===== src/rtl/tt_pkg.sv =====
// Shared types and constants for the truth-table sequencer.
package tt_pkg;

    localparam int unsigned TT_NUM_VECTORS = 8;
    localparam int unsigned TT_IDX_W       = 3;
    localparam int unsigned TT_CNT_W       = 4;
    localparam int unsigned TT_MCNT_W      = 4;

    localparam logic [TT_NUM_VECTORS-1:0] TT_EXPECTED_DEFAULT = 8'h5C;

    typedef enum logic [1:0] {
        IDLE   = 2'd0,
        SETTLE = 2'd1,
        SAMPLE = 2'd2,
        DONE   = 2'd3
    } tt_state_e;

endpackage


===== src/rtl/tt_settle_timer.sv =====
// Loadable saturating down-counter; expire flags that the current settle window is ending.
module tt_settle_timer
    import tt_pkg::*;
(
    input  logic                clk,
    input  logic                rst_n,
    input  logic                load,
    input  logic [TT_CNT_W-1:0] value,
    output logic                expire
);

    logic [TT_CNT_W-1:0] count;
    logic [TT_CNT_W-1:0] count_d;

    always_comb begin
        count_d = count;
        if (load) begin
            count_d = value;
        end else if (count != '0) begin
            count_d = count - TT_CNT_W'(1);
        end
    end

    // expire is registered against the upcoming count so SETTLE can leave on count == 1
    always_ff @(posedge clk or negedge rst_n) begin
        if (!rst_n) begin
            count  <= '0;
            expire <= 1'b1;
        end else begin
            count  <= count_d;
            expire <= (count_d <= TT_CNT_W'(1));
        end
    end

endmodule


===== src/rtl/truth_table_sequencer.sv =====
// Sweeps {x,y,z} through 0..7, samples F/Fn after a settle window and grades the table.
// Optional build macro TT_AUTO_REPEAT_EN restarts the sweep after every completion.
module truth_table_sequencer
    import tt_pkg::*;
#(
    parameter int unsigned                 SETTLE_CYCLES = 1,
    parameter logic [TT_NUM_VECTORS-1:0]   EXPECTED      = TT_EXPECTED_DEFAULT
) (
    input  logic                      clk,
    input  logic                      rst_n,
    input  logic                      start,
    input  logic                      abort,
    output logic                      x,
    output logic                      y,
    output logic                      z,
    input  logic                      f_in,
    input  logic                      fn_in,
    output logic                      busy,
    output logic                      done,
    output logic                      pass,
    output logic [TT_NUM_VECTORS-1:0] table_out,
    output logic [TT_MCNT_W-1:0]      mismatch_cnt,
    output logic                      comp_err,
    output logic                      aborted
);

    localparam tt_state_e          FIRST_STATE = (SETTLE_CYCLES == 0) ? SAMPLE : SETTLE;
    localparam logic [TT_IDX_W-1:0] LAST_IDX   = TT_IDX_W'(TT_NUM_VECTORS - 1);

    tt_state_e                 state, state_d;
    logic [TT_IDX_W-1:0]       idx, idx_d;
    logic [TT_NUM_VECTORS-1:0] table_d;
    logic [TT_MCNT_W-1:0]      mcnt_d;
    logic                      comp_d, aborted_d, pass_d, done_d, busy_d;
    logic                      load, expire;

    tt_settle_timer u_timer (
        .clk    (clk),
        .rst_n  (rst_n),
        .load   (load),
        .value  (TT_CNT_W'(SETTLE_CYCLES)),
        .expire (expire)
    );

    assign x = idx[2];
    assign y = idx[1];
    assign z = idx[0];

    always_comb begin
        state_d   = state;
        idx_d     = idx;
        table_d   = table_out;
        mcnt_d    = mismatch_cnt;
        comp_d    = comp_err;
        aborted_d = aborted;
        pass_d    = pass;
        done_d    = 1'b0;
        load      = 1'b0;

        unique case (state)
            IDLE: begin
                if (abort) begin
                    aborted_d = 1'b1;
                end else if (start) begin
                    table_d   = '0;
                    mcnt_d    = '0;
                    comp_d    = 1'b0;
                    aborted_d = 1'b0;
                    pass_d    = 1'b0;
                    idx_d     = '0;
                    load      = 1'b1;
                    state_d   = FIRST_STATE;
                end
            end
            SETTLE: begin
                if (expire) begin
                    state_d = SAMPLE;
                end
            end
            SAMPLE: begin
                // at most one increment per vector, so the count tops out at 8
                table_d[idx] = f_in;
                if (f_in != EXPECTED[idx]) begin
                    mcnt_d = mismatch_cnt + TT_MCNT_W'(1);
                end
                if (fn_in == f_in) begin
                    comp_d = 1'b1;
                end
                if (idx == LAST_IDX) begin
                    state_d = DONE;
                end else begin
                    idx_d   = idx + TT_IDX_W'(1);
                    load    = 1'b1;
                    state_d = FIRST_STATE;
                end
            end
            DONE: begin
                done_d = 1'b1;
                pass_d = (mismatch_cnt == '0) && !comp_err;
`ifdef TT_AUTO_REPEAT_EN
                table_d   = '0;
                mcnt_d    = '0;
                comp_d    = 1'b0;
                aborted_d = 1'b0;
                idx_d     = '0;
                load      = 1'b1;
                state_d   = FIRST_STATE;
`else
                state_d = IDLE;
`endif
            end
            default: state_d = IDLE;
        endcase

        // abort overrides everything in flight but keeps the partial results
        if (abort && (state != IDLE)) begin
            state_d   = IDLE;
            idx_d     = '0;
            table_d   = table_out;
            mcnt_d    = mismatch_cnt;
            comp_d    = comp_err;
            aborted_d = 1'b1;
            pass_d    = 1'b0;
            done_d    = 1'b0;
            load      = 1'b0;
        end

        busy_d = (state_d != IDLE);
    end

    always_ff @(posedge clk or negedge rst_n) begin
        if (!rst_n) begin
            state        <= IDLE;
            idx          <= '0;
            table_out    <= '0;
            mismatch_cnt <= '0;
            comp_err     <= 1'b0;
            aborted      <= 1'b0;
            pass         <= 1'b0;
            done         <= 1'b0;
            busy         <= 1'b0;
        end else begin
            state        <= state_d;
            idx          <= idx_d;
            table_out    <= table_d;
            mismatch_cnt <= mcnt_d;
            comp_err     <= comp_d;
            aborted      <= aborted_d;
            pass         <= pass_d;
            done         <= done_d;
            busy         <= busy_d;
        end
    end

endmodule


===== config.mk =====
export PLATFORM = sky130hd
export DESIGN_NAME = truth_table_sequencer
export DESIGN_NICKNAME = d
export VERILOG_FILES = /design/src/rtl/tt_pkg.sv /design/src/rtl/tt_settle_timer.sv /design/src/rtl/truth_table_sequencer.sv
export SDC_FILE = /design/constraint.sdc
export NUM_CORES = 1
export LEC_CHECK = 0
export CAP_MARGIN = 20
export CORE_UTILIZATION = 45
export CTS_BUF_LIST = sky130_fd_sc_hd__clkbuf_4 sky130_fd_sc_hd__clkbuf_8
export DETAILED_ROUTE_END_ITERATION = 8
export HOLD_SLACK_MARGIN = 0.03
export PLACE_DENSITY = 0.69
export SLEW_MARGIN = 10
export SYNTH_ARGS = -nofsm -noshare
export SYNTH_HDL_FRONTEND = slang
export SYNTH_HIERARCHICAL = 1
export SYNTH_SLANG_ARGS = --single-unit

===== constraint.sdc =====
create_clock -name clk -period 3.6 [get_ports clk]
set_input_delay 0.72 -clock clk [delete_from_list [all_inputs] [get_ports clk]]
set_output_delay 0.72 -clock clk [all_outputs]
set_load 0.02 [all_outputs]

==> run_results.csv <==
group,metric,value,unit
worst_setup_path,path_cells,"clkdlybuf4s50_1, nor2_2, o21ai_2, a21oi_1, buf_4, inv_2, or3_1, a211oi_2",
routing,num_vias,1293,
global_route,antenna_found_initial,0,
sta,final.setup.tns,0,ns
synth,synth_seq_area_share,0.4359,
power_and_ir_drop,ir_drop,311.9,µV
routing,firstDrtPassIters,4,
floorplanning,fp.dieW,60.74,µm
floorplanning,dieArea,3689,µm²
place,dpl.hpwl,2371,µm
finish,fin_cells,238,
global_route,grt_pass1_vias,1220,
sta,setup_viol,0,
worst_setup_path,crit_type,"in2reg",
flow_run,drv_cap,0,
clocking,clk_path_buf_depth,2,
clocking,clkSinkCount,27,
worst_setup_path,cp-start-kind,"primary input",
synth,synthFlopType,"dfrtp_1",
routing,wl_per_cell,13.24,µm
global_route,grt_pass1_wl,5050,µm
synth,async_flop_share,1.000,
synth,ys_types,47,
worst_setup_path,cp-endpoint,"u_timer/expire$_DFF_PN1_",
sta,period_needed,2.518,ns
finish,final_nets,206,
synth,synth.top_cell.area_share,0.4190,
synth,synth_area_leader_cell,"dfrtp_1",
worst_setup_path,cp.arrival,2.77,ns
worst_setup_path,r2r_end,"u_timer/expire$_DFF_PN1_",
clocking,post_cts_buffers,0,
worst_setup_path,crit_start,"abort",
worst_setup_path,reg2reg_slack,1.47,ns
finish,final_cell_mix,"26 x dfrtp_1, 25 x clkdlybuf4s50_1, 17 x nand2_1",
place,io_buffers,25,
clocking,clkTransAtPathRegs,0.14,ns
routing,routed_wl,3152,µm
sta,finalCritPeriodShare,0.6994,
power_and_ir_drop,leakagePower,0.7840,nW
clocking,cts_hold_buffers,0,
worst_setup_path,max_stage_delay,0.62,ns
clocking,cts_max_level,1,
power_and_ir_drop,powerDensity,405.7,nW/µm²
floorplanning,core_area,3153,µm²
worst_setup_path,path_buf_inv,3,
synth,synthTopCellsByArea,"dfrtp_1 42%, o21ai_0 4.8%, nand2_1 4.1%",
finish,fillers,285,
floorplanning,initial_utilization,0.4925,
synth,ys_ff_latch,27,
min_path,min_path_type,"reg2reg",
worst_setup_path,worstSetupEndpointType,"register",
sta,grt_setup_unrepaired,"no",
sta,hold_violations,0,
worst_setup_path,r2r_cells,7,
clocking,clk_latency,0.32,ns
global_route,grt-ovfl-total,0,
routing,drt_iter0_drc,54,
global_route,groute.usage.overall,0.1847,
finish,layout_commonest_cell,"dfrtp_1",
clocking,cts.repair.resized,0,
clocking,cts_buffers,3,
floorplanning,pin_count,26,
place,gp_congestion,0.8530,
synth,syn_inst,165,
clocking,cts_tree,"built",
power_and_ir_drop,fin_total_pwr,0.0007623,W
synth,avgSynthCellArea,9.411,µm²
worst_setup_path,critPathRequiredTime,3.85,ns
floorplanning,num_rows,20,
synth,yosysWarningCount,6,
place,dp.cells,234,
worst_setup_path,crit_path_top_delay_cell,"clkdlybuf4s50_1",
synth,netlist_area,1553,µm²
worst_setup_path,r2r_start,"idx[0]$_DFFE_PN0P_",
sta,finClkSkew,0.004738,ns
finish,syn_to_final_growth,21.03,%
finish,n_antenna_cell,0,
worst_setup_path,critPathTopFamily,"buffers and inverters",
sta,slew_viol_final,0,
sta,whs,0.4941,ns
finish,drive_gt1_frac,0.09278,
outcome,status,"complete, no violations",
finish,final_util,0.5960,
synth,synth_edf_count,0,
worst_setup_path,crit_cells,8,
sta,fmax,397.2,MHz
global_route,grt_max_degree,28,
clocking,cts-root-buf,"clkbuf_4",
routing,ant_nets,0,
routing,vias_per_cell,5.433,
routing,drc,0,
floorplanning,chipHeight,60.74,µm
worst_setup_path,worstPathMaxFanout,10,
==> per-stage QoR <==
stage / cell area (µm²) / worst slack [ns]
after floorplan: 1575 / 1.334
after global placement: 1852 / 0.8217
after detailed placement: 1852 / 0.7571
after CTS: 1879 / 1.089
after global routing: 1879 / 0.9604
final: 1879 / 1.082
==> cell usage after synthesis (4+ instances only) <==
master	n
a21oi_1	12
a31oi_1	4
buf_2	5
dfrtp_1	26
ha_1	5
inv_1	6
nand2_1	17
nand3b_1	4
nor2_1	6
nor2b_1	5
nor3_1	5
o21ai_0	15
o21ai_1	4
==> report_power, final <==
part | internal (W) | switching, W
clock network | 0.0000416 | 0.0000868
registers | 0.000343 | 0.0000499
logic | 0.000121 | 0.000120
==> sequential cells by signal, summed over array words and instances (netlist names) <==
register        flops
aborted             1
busy                1
comp_err            1
done                1
idx                 3
mismatch_cnt        4
pass                1
state               2
table_out           8
u_timer/count       4
u_timer/expire      1
==> kinds of logic after synthesis <==
logic type               synth area share
AO/OA/AOI/OAI                      0.2450
AND/OR/NAND/NOR                    0.2176
flip-flops                         0.4359
buffers and inverters             0.04512
adder cells (fa/ha/maj)           0.04029
XOR/XNOR                          0.01128
other                            0.004837
==> worst min-delay path by stage <==
| stage | startpoint | to | slack, ns | cells past startpoint |
|---|---|---|---|---|
| detailed placement | aborted$_DFFE_PN0P_ | aborted$_DFFE_PN0P_ | 0.47 | 1 |
| global route | aborted$_DFFE_PN0P_ | aborted$_DFFE_PN0P_ | 0.52 | 1 |
| CTS | aborted$_DFFE_PN0P_ | aborted$_DFFE_PN0P_ | 0.50 | 1 |
| finish | aborted$_DFFE_PN0P_ | aborted$_DFFE_PN0P_ | 0.49 | 1 |
| floorplan | rst_n | aborted$_DFFE_PN0P_ | 0.42 | 0 |
| global placement | aborted$_DFFE_PN0P_ | aborted$_DFFE_PN0P_ | 0.46 | 1 |
==> routing by layer <==
| layer | up-vias | global-route usage | part of all wire |
|---|---|---|---|
| met3 | 2 | 0.03625 | 0.036 |
| met2 | 28 | 0.3375 | 0.52 |
| met5 | - | 0 | 0 |
| met4 | 0 | 0.07468 | 0.0038 |
| met1 | 615 | 0.2102 | 0.44 |
| li1 | 648 | - | - |
==> cell type report <==
class	instances	area (µm²)	area share
multi-input cells	129	828.3	0.4407
repair buffers	27	265.3	0.1411
clock inverters	1	5.005	0.002663
clock buffers	3	22.52	0.01198
inverters	7	26.28	0.01398
flip-flops and latches	27	676.9	0.3602
well taps	44	55.05	0.02929
(Power assumes the default switching activity.)
